## config.mk

```make
export PLATFORM = sky130hd
export DESIGN_NAME = plc_scan_sequencer
export DESIGN_NICKNAME = d
export VERILOG_FILES = /design/src/rtl/plc_scan_sequencer.sv
export SDC_FILE = /design/constraint.sdc
export NUM_CORES = 1
export LEC_CHECK = 0
export ABC_AREA = 1
export ABC_CLOCK_PERIOD_IN_PS = 4000
export CAP_MARGIN = 15
export CORE_MARGIN = 2
export CORE_UTILIZATION = 41
export CTS_BUF_LIST = sky130_fd_sc_hd__clkbuf_4 sky130_fd_sc_hd__clkbuf_8
export DETAILED_ROUTE_END_ITERATION = 12
export GPL_TIMING_DRIVEN = 0
export PLACE_DENSITY = 0.7
export SLEW_MARGIN = 20
export SYNTH_ARGS = -nofsm -noshare
export SYNTH_HDL_FRONTEND = slang
export SYNTH_SLANG_ARGS = --single-unit
```

## constraint.sdc

```tcl
create_clock -name clk -period 4 [get_ports clk]
set_input_delay 0.4 -clock clk [delete_from_list [all_inputs] [get_ports clk]]
set_output_delay 0.4 -clock clk [all_outputs]
set_load 0.02 [all_outputs]
```

## src/rtl/plc_scan_sequencer.sv

```systemverilog
`default_nettype none
// ============================================================================
// Module : plc_scan_sequencer
// Brief  : PLC scan-cycle sequencer: input snapshot, rung dispatch, output
//          commit and per-rung watchdog.
// Rev    : 1.0  initial release
// ============================================================================
module plc_scan_sequencer #(
    parameter int NUM_RUNGS = 16,
    parameter int IN_W      = 19,
    parameter int OUT_W     = 19,
    parameter int WD_CYCLES = 255
) (
    input  logic             clk,
    input  logic             rst,
    input  logic             run,
    input  logic             step,
    input  logic [IN_W-1:0]  raw_in,
    input  logic             rung_done,
    input  logic [OUT_W-1:0] eval_out,
    output logic [IN_W-1:0]  in_image,
    output logic [7:0]       rung_idx,
    output logic             rung_req,
    output logic [OUT_W-1:0] out_image,
    output logic             scan_done,
    output logic [15:0]      scan_count,
    output logic             wd_fault
);

    typedef enum logic [2:0] {
        S_IDLE   = 3'd0,
        S_LATCH  = 3'd1,
        S_ISSUE  = 3'd2,
        S_WAIT   = 3'd3,
        S_COMMIT = 3'd4,
        S_FAULT  = 3'd5
    } state_t;

    localparam logic [7:0]  c_last_rung = 8'(NUM_RUNGS - 1);
    localparam logic [15:0] c_wd_limit  = 16'(WD_CYCLES);

    state_t           r_state;
    state_t           w_state_next;
    logic [IN_W-1:0]  r_in_image;
    logic [7:0]       r_rung_idx;
    logic [OUT_W-1:0] r_out_image;
    logic             r_scan_done;
    logic [15:0]      r_scan_count;
    logic             r_wd_fault;
    logic [15:0]      r_wd_cnt;
    logic [15:0]      w_wd_next;
    logic             w_last_rung;

    always_comb begin
        w_state_next = r_state;
        w_wd_next    = r_wd_cnt + 16'd1;
        w_last_rung  = (r_rung_idx == c_last_rung);
        case (r_state)
            S_IDLE: begin
                if (run || step) begin
                    w_state_next = S_LATCH;
                end
            end
            S_LATCH:  w_state_next = S_ISSUE;
            S_ISSUE:  w_state_next = S_WAIT;
            S_WAIT: begin
                if (rung_done) begin
                    w_state_next = w_last_rung ? S_COMMIT : S_ISSUE;
                end else if (w_wd_next >= c_wd_limit) begin
                    w_state_next = S_FAULT;
                end
            end
            S_COMMIT: w_state_next = run ? S_LATCH : S_IDLE;
            S_FAULT:  w_state_next = S_FAULT;
            default:  w_state_next = S_IDLE;
        endcase
    end

    always_ff @(posedge clk) begin
        if (rst) begin
            r_state      <= S_IDLE;
            r_in_image   <= '0;
            r_rung_idx   <= '0;
            r_out_image  <= '0;
            r_scan_done  <= 1'b0;
            r_scan_count <= '0;
            r_wd_fault   <= 1'b0;
            r_wd_cnt     <= '0;
        end else begin
            r_state     <= w_state_next;
            r_scan_done <= 1'b0;
            case (r_state)
                S_LATCH: begin
                    r_in_image <= raw_in;
                    r_rung_idx <= '0;
                end
                S_ISSUE: begin
                    r_wd_cnt <= '0;
                end
                S_WAIT: begin
                    if (rung_done) begin
                        if (!w_last_rung) begin
                            r_rung_idx <= r_rung_idx + 8'd1;
                        end
                    end else begin
                        r_wd_cnt <= w_wd_next;
                        // Outputs drop on the same edge the watchdog trips.
                        if (w_state_next == S_FAULT) begin
                            r_out_image <= '0;
                            r_wd_fault  <= 1'b1;
                        end
                    end
                end
                S_COMMIT: begin
                    r_out_image  <= eval_out;
                    r_scan_done  <= 1'b1;
                    r_scan_count <= r_scan_count + 16'd1;
                end
                S_FAULT: begin
                    r_out_image <= '0;
                    r_wd_fault  <= 1'b1;
                end
                default: begin
                end
            endcase
        end
    end

    assign in_image   = r_in_image;
    assign rung_idx   = r_rung_idx;
    assign rung_req   = (r_state == S_ISSUE);
    assign out_image  = r_out_image;
    assign scan_done  = r_scan_done;
    assign scan_count = r_scan_count;
    assign wd_fault   = r_wd_fault;

endmodule
`default_nettype wire

```

==> impl_metrics.py, run 1 <==
metrics = {
    "power_and_ir_drop": {
        "vdd_drop_max_v": 0.000244,
        "powerDensity_mw_per_mm2": 368,
        "power_frac_clock_pct": 29.4,
        "leakagePower_nw": 2.05,
        "p_sw_share_pct": 32.2,
        "power_switching_mw": 0.640,
        "power.total_mw": 1.99,
        "seqPwrFrac_pct": 46.2,
        "power_frac_comb_pct": 24.3,
        "p_int_mw": 1.35,
    },
    "placed_design": {
        "dp_slack_ns": 1.30,
        "placed_area_mm2": 0.00522,
        "gp_congestion": 0.867,
        "io_buffers": 107,
        "place_hpwl_mm": 7.54,
        "dp.cells": 824,
    },
    "synthesis": {
        "syn_avg_cell_area_um2": 6.78,
        "synth_top_area_share_pct": 41.7,
        "seq_area_frac_synth_pct": 41.7,
        "yosys_warnings": 0,
        "synthDistinctLibCells": 34,
        "netlist_area_mm2": 0.00399,
        "synth_area_leaders": "dfxtp_1 42%, nand2_1 14%, nor2_1 8.9%",
        "yosys.area.top_type": "dfxtp_1",
        "synth-seq-cells": 83,
        "synth_fp_nets": 635,
        "syn_inst": 588,
    },
    "setup_path": {
        "start_kind": "register",
        "crit_fanout": 10,
        "arrival_ns": 2.76,
        "end_kind": "register",
        "setup.worst_path.class": "register to register",
        "critPathRequiredTime_ns": 4.23,
    },
    "final_layout": {
        "fill_cells": 887,
        "final_nets": 753,
        "design_area_mm2": 0.00541,
        "final_cell_count_no_fill": 840,
        "drive_gt1_share_pct": 7.03,
        "diodes": 0,
        "area_growth_pct": 35.7,
    },
    "run_status": {
        "status": "finished clean",
    },
    "timing": {
        "worstMarginPinSlew_ns": 0.560,
        "rsz0062_at_grt": "no",
        "period_minus_slack_ns": 2.53,
        "finalSetupViolations": 0,
        "finClkSkew_ns": 0.0137,
        "post-route-period-util_pct": 63.4,
        "finalHoldViolCount": 0,
        "drv_slew": 0,
        "finalSetupTns_ns": 0,
        "max_freq_mhz": 395,
        "worst_slack_ns": 1.47,
        "max-slew-margin-rel_pct": 62.7,
    },
    "floorplanning": {
        "die_h_um": 103,
        "fp.dieW_um": 103,
        "design.core.area_mm2": 0.00933,
        "initial_utilization_pct": 42.7,
        "pin_count": 108,
        "dieArea_mm2": 0.0105,
        "fp-row-count": 35,
    },
    "detailed_routing": {
        "drt-total-wl_mm": 10.1,
        "final_antenna_net_count": 0,
        "drtIter0Drc": 131,
        "drt-pass1-iter-count": 4,
        "drc": 0,
        "dr_total_vias": 3999,
        "via_per_inst": 4.76,
        "wl_per_cell_um": 12.0,
    },
    "global_route": {
        "antenna_found_initial": 0,
        "grt_util_all_layers_pct": 19.3,
        "grt_max_degree": 17,
        "grt_pass1_vias": 3662,
        "grt_overflow": 0,
        "grt_pass1_wl_mm": 16.3,
    },
    "clock_network": {
        "max-clock-path-buffers": 2,
        "cts_max_level": 3,
        "post_cts_buffers": 0,
        "hold_buffers": 0,
        "numCtsBuffers": 9,
        "clk_latency_ns": 0.36,
        "cts_tree": "done",
        "cts-root-buf": "clkbuf_8",
        "cts_sinks": 83,
        "clk_pin_slew_ns": 0.09,
        "post_cts_resized": 0,
    },
    "hold_path": {
        "min_path_type": "register to register",
    },
    "job": {
        "drv_cap": 0,
    },
}
state kept, by name (all words and copies together) (netlist names):
name	flops
in_image	19
out_image	19
r_state	3
r_wd_cnt	16
rung_idx	8
scan_count	16
scan_done	1
wd_fault	1
cell usage after synthesis:
| cell type | count |
|---|---|
| nand3_2 | 10 |
| nor3b_1 | 1 |
| a21oi_1 | 37 |
| inv_2 | 3 |
| nor3_2 | 1 |
| o211ai_1 | 1 |
| nor4_1 | 1 |
| nand2_1 | 150 |
| nand2_4 | 1 |
| o21a_1 | 2 |
| nor2_4 | 4 |
| nand4_1 | 6 |
| xor2_1 | 2 |
| buf_6 | 2 |
| buf_2 | 2 |
| nand2_2 | 4 |
| nand3_1 | 35 |
| inv_1 | 68 |
| nand3b_1 | 3 |
| ha_1 | 4 |
| clkinv_1 | 1 |
| nor2_8 | 1 |
| dfxtp_1 | 83 |
| and2_1 | 1 |
| xnor2_1 | 3 |
| nor2_1 | 95 |
| nor2_2 | 5 |
| o21ai_0 | 31 |
| buf_4 | 1 |
| clkbuf_1 | 17 |
| nor3_1 | 9 |
| a41oi_1 | 1 |
| a31oi_1 | 1 |
| a211oi_1 | 2 |
logic make-up after synthesis:
family          synth area share (%)
flops                           41.7
buf+inv                         9.39
xor+xnor                        1.10
fa+ha+maj                       1.26
compound gates                  9.86
simple gates                    36.7
cell usage in the layout, fill, tap and decap left out, types with 2 or more instances in the layout:
| cell type | n |
|---|---|
| a211oi_1 | 2 |
| a21oi_1 | 37 |
| buf_2 | 2 |
| buf_6 | 2 |
| clkbuf_1 | 17 |
| clkbuf_8 | 10 |
| clkdlybuf4s50_1 | 107 |
| clkinvlp_4 | 2 |
| dfxtp_1 | 83 |
| ha_1 | 4 |
| inv_1 | 68 |
| inv_2 | 3 |
| inv_6 | 3 |
| nand2_1 | 150 |
| nand2_2 | 4 |
| nand3_1 | 35 |
| nand3_2 | 10 |
| nand3b_1 | 3 |
| nand4_1 | 6 |
| nor2_1 | 95 |
| nor2_2 | 5 |
| nor2_4 | 4 |
| nor3_1 | 9 |
| o21a_1 | 2 |
| o21ai_0 | 31 |
| xnor2_1 | 3 |
| xor2_1 | 2 |
critical path, stage by stage, from the launching register on:
cell,delay (ns)
dfxtp_1,0.40
ha_1,0.26
nand3_1,0.16
nor2_4,0.17
nand2_1,0.07
nand2_1,0.06
nand2_1,0.06
nor2_1,0.11
nand2_1,0.08
nor2_2,0.12
nand3_1,0.08
nand2_1,0.08
nand2_1,0.06
nand2_2,0.08
nand2_2,0.07
nand2_2,0.17
buf_4,0.21
nand2_1,0.07
nand2_1,0.06
nor2_1,0.04
power groups by stage:
stage          Clock (mW)  Combinational [mW]  Sequential [mW]
2_1_floorplan           0               0.201             1.00
3_3_place_gp            0               0.475            0.937
3_5_place_dp            0               0.484            0.938
4_1_cts             0.603               0.487            0.919
5_1_grt             0.632               0.529            0.926
6_report            0.585               0.483            0.919
worst paths after layout:
| check | from | endpoint | slack (ns) | cells after the start |
|---|---|---|---|---|
| max | r_wd_cnt[1] | out_image[12] | 1.47 | 19 |
| min | wd_fault | wd_fault | 0.46 | 2 |
| max reg2reg | r_wd_cnt[1] | out_image[12] | 1.47 | 19 |
| min reg2reg | wd_fault | wd_fault | 0.46 | 2 |
layer usage:
metal  GRT usage [%]  wire [um]  up-vias
li1                -          -     2085
met1            23.5       4500     1813
met2            32.1       4750       87
met3            6.71        707       14
met4            5.95        161        0
met5               0          0        -
stage by stage:
| stage | util [%] | hold slack, ns |
|---|---|---|
| 6_report | 58.0 | 0.455 |
| 2_1_floorplan | - | 0.459 |
| 5_1_grt | 58.0 | 0.482 |
| 4_1_cts | 58.0 | 0.458 |
| 3_5_place_dp | 55.9 | 0.445 |
| 3_3_place_gp | 55.9 | 0.443 |
layout make-up:
type | instances | area [um2] | area share, %
plain buffers | 22 | 104 | 1.92
clock buffers | 10 | 138 | 2.55
clock inverters | 6 | 52.6 | 0.972
inverters | 72 | 270 | 5.00
multi-input cells | 411 | 1950 | 36.0
flip-flops and latches | 83 | 1660 | 30.7
well taps | 129 | 161 | 2.98
repair buffers | 107 | 1070 | 19.8
(Power assumes the default switching activity.)
==> run 2, diff against run 1 <==
--- a/config.mk
+++ b/config.mk
@@ -6,14 +6,14 @@
 export NUM_CORES = 1
 export LEC_CHECK = 0
 export ABC_AREA = 1
-export ABC_CLOCK_PERIOD_IN_PS = 4000
+export ABC_CLOCK_PERIOD_IN_PS = 2100
 export CAP_MARGIN = 15
 export CORE_MARGIN = 2
 export CORE_UTILIZATION = 41
 export CTS_BUF_LIST = sky130_fd_sc_hd__clkbuf_4 sky130_fd_sc_hd__clkbuf_8
 export DETAILED_ROUTE_END_ITERATION = 12
 export GPL_TIMING_DRIVEN = 0
-export PLACE_DENSITY = 0.7
+export PLACE_DENSITY = 0.72
 export SLEW_MARGIN = 20
 export SYNTH_ARGS = -nofsm -noshare
 export SYNTH_HDL_FRONTEND = slang
==> constraint.sdc (replaced) <==
create_clock -name clk -period 2.1 [get_ports clk]
set_input_delay 0.21 -clock clk [delete_from_list [all_inputs] [get_ports clk]]
set_output_delay 0.21 -clock clk [all_outputs]
set_load 0.02 [all_outputs]
==> run 2 against run 1 <==
Effect of this change:
- the flow now finishes with violations (negative setup slack)
- clock power rose to 2.5 times the previous value
- global-route usage up 1.7 points
- cell area up 12%
- die area unchanged
- via count up 6.9%
- sequential power up 92%
- critical path depth down 2
- critical path type unchanged
- critical endpoint is now out_image[10]
- largest power group unchanged
==> impl_metrics.py, run 2 (synthesized netlist as in run 1, its figures left out) <==
metrics = {
    "run_status": {
        "status": "finished, violations left",
        "violations": "negative setup slack",
    },
    "timing": {
        "post-route-period-util_pct": 108,
        "period_minus_slack_ns": 2.28,
        "drv_slew": 0,
        "finalSetupViolations": 20,
        "finClkSkew_ns": 0.00829,
        "worstMarginPinSlew_ns": 0.623,
        "max_freq_mhz": 439,
        "worst_slack_ns": -0.175,
        "rsz0062_at_grt": "yes",
        "max-slew-margin-rel_pct": 58.5,
        "finalHoldViolCount": 0,
    },
    "setup_path": {
        "critPathRequiredTime_ns": 2.40,
        "start_kind": "register",
        "end_kind": "register",
        "ff2ff_setup_slack_ns": -0.18,
        "arrival_ns": 2.58,
        "crit_fanout": 6,
        "setup.worst_path.class": "register to register",
    },
    "final_layout": {
        "utilization_pct": 64.7,
        "final_cell_count_no_fill": 866,
        "area_growth_pct": 51.4,
        "drive_gt1_share_pct": 18.6,
        "mostFrequentLayoutCell": "nand2_1",
        "final_nets": 779,
        "diodes": 0,
        "final_cell_mix": "130 x nand2_1, 106 x clkdlybuf4s50_1, 83 x nor2_1",
    },
    "clock_network": {
        "cts_tree": "done",
        "clk_latency_ns": 0.37,
        "cts_sinks": 83,
        "clk_pin_slew_ns": 0.09,
        "numCtsBuffers": 9,
        "cts-root-buf": "clkbuf_8",
        "hold_buffers": 0,
        "cts_max_level": 3,
        "max-clock-path-buffers": 2,
    },
    "detailed_routing": {
        "wl_per_cell_um": 13.1,
        "dr_total_vias": 4273,
        "drc": 0,
        "via_per_inst": 4.93,
        "drtIter0Drc": 124,
        "drt-total-wl_mm": 11.4,
        "final_antenna_net_count": 0,
        "drt-pass1-iter-count": 5,
    },
    "floorplanning": {
        "dieArea_mm2": 0.0105,
        "initial_utilization_pct": 42.7,
        "die_h_um": 103,
        "fp-row-count": 35,
        "pin_count": 108,
        "fp.dieW_um": 103,
        "design.core.area_mm2": 0.00933,
    },
    "hold_path": {
        "min_path_type": "input port to register",
    },
    "placed_design": {
        "gp_congestion": 0.863,
        "io_buffers": 107,
        "dp.cells": 824,
        "place_hpwl_mm": 7.73,
    },
    "power_and_ir_drop": {
        "power_switching_mw": 1.28,
        "power_frac_comb_pct": 24.4,
        "power.total_mw": 4.28,
        "vdd_drop_max_v": 0.000423,
        "power_frac_clock_pct": 34.5,
        "powerDensity_mw_per_mm2": 709,
        "leakagePower_nw": 2.34,
        "p_int_mw": 2.99,
        "p_sw_share_pct": 30.0,
        "seqPwrFrac_pct": 41.1,
    },
    "global_route": {
        "grt_util_all_layers_pct": 21.0,
        "antenna_found_initial": 0,
        "grt_max_degree": 16,
        "grt_pass1_vias": 3918,
        "grt_pass1_wl_mm": 17.5,
        "grt_overflow": 0,
    },
    "job": {
        "drv_cap": 0,
    },
}
==> run 2: repair_timing <==
action | 4_1_cts | 5_1_grt
resized for setup | 24 | 67
gates cloned | 0 | 2
endpoints found under the setup margin | 23 | 31
pin swaps | 21 | 38
buffers inserted | 14 | 10
==> run 2: final cells by class <==
| cell class | count | area [um2] |
|---|---|---|
| Buffer | 22 | 134 |
| Clock buffer | 10 | 138 |
| Clock inverter | 6 | 119 |
| Fill cell | 838 | 3300 |
| Inverter | 72 | 273 |
| Multi-Input combinational cell | 411 | 2190 |
| Sequential cell | 83 | 1680 |
| Tap cell | 129 | 161 |
| Timing Repair Buffer | 133 | 1340 |
==> run 2: worst max-delay path, cell delays in order (launching register included) <==
cell and delay, ns:
dfxtp_4 0.38, ha_4 0.17, nand2_2 0.08, nor2_4 0.16
nand4_1 0.14, nand2_1 0.10, nand3_1 0.10, nor2_2 0.14
nand3_1 0.09, nand2_1 0.09, nand2_1 0.08, nand2_2 0.10
nand2_4 0.07, buf_8 0.14, clkbuf_16 0.16, nand3_2 0.05
nand2_1 0.05, nor2_1 0.09
==> run 2: worst paths after layout <==
path	startpoint	endpoint	cells after the start
setup reg to reg	r_wd_cnt[0]	out_image[10]	17
setup / recovery	r_wd_cnt[0]	out_image[10]	17
hold reg to reg	in_image[6]	in_image[6]	2
hold / removal	raw_in[6]	in_image[6]	3
==> run 2: layer usage <==
layer	global-route usage [%]	routed length (um)	up-vias
met1	25.0	4710	1979
met2	35.1	5610	131
met4	7.08	218	0
met5	0	0	-
met3	7.59	844	23
li1	-	-	2140
==> run 2: stage by stage <==
step,hold slack [ns],area [um2],setup TNS (ns),setup slack [ns]
detailed placement,0.446,5220,-5.70,-0.385
finish,0.393,6030,-2.78,-0.175
global placement,0.442,5220,-4.66,-0.333
global route,0.397,6030,-5.56,-0.328
floorplan,0.345,3990,0,0.00434
CTS,0.373,5690,-1.92,-0.125
==> run 2: power groups by stage <==
stage	combinational, mW	sequential (mW)	clock, mW
floorplan	0.383	1.91	0
global placement	0.904	1.78	0
detailed placement	0.918	1.79	0
CTS	0.970	1.75	1.52
global route	1.14	1.77	1.57
finish	1.04	1.76	1.48
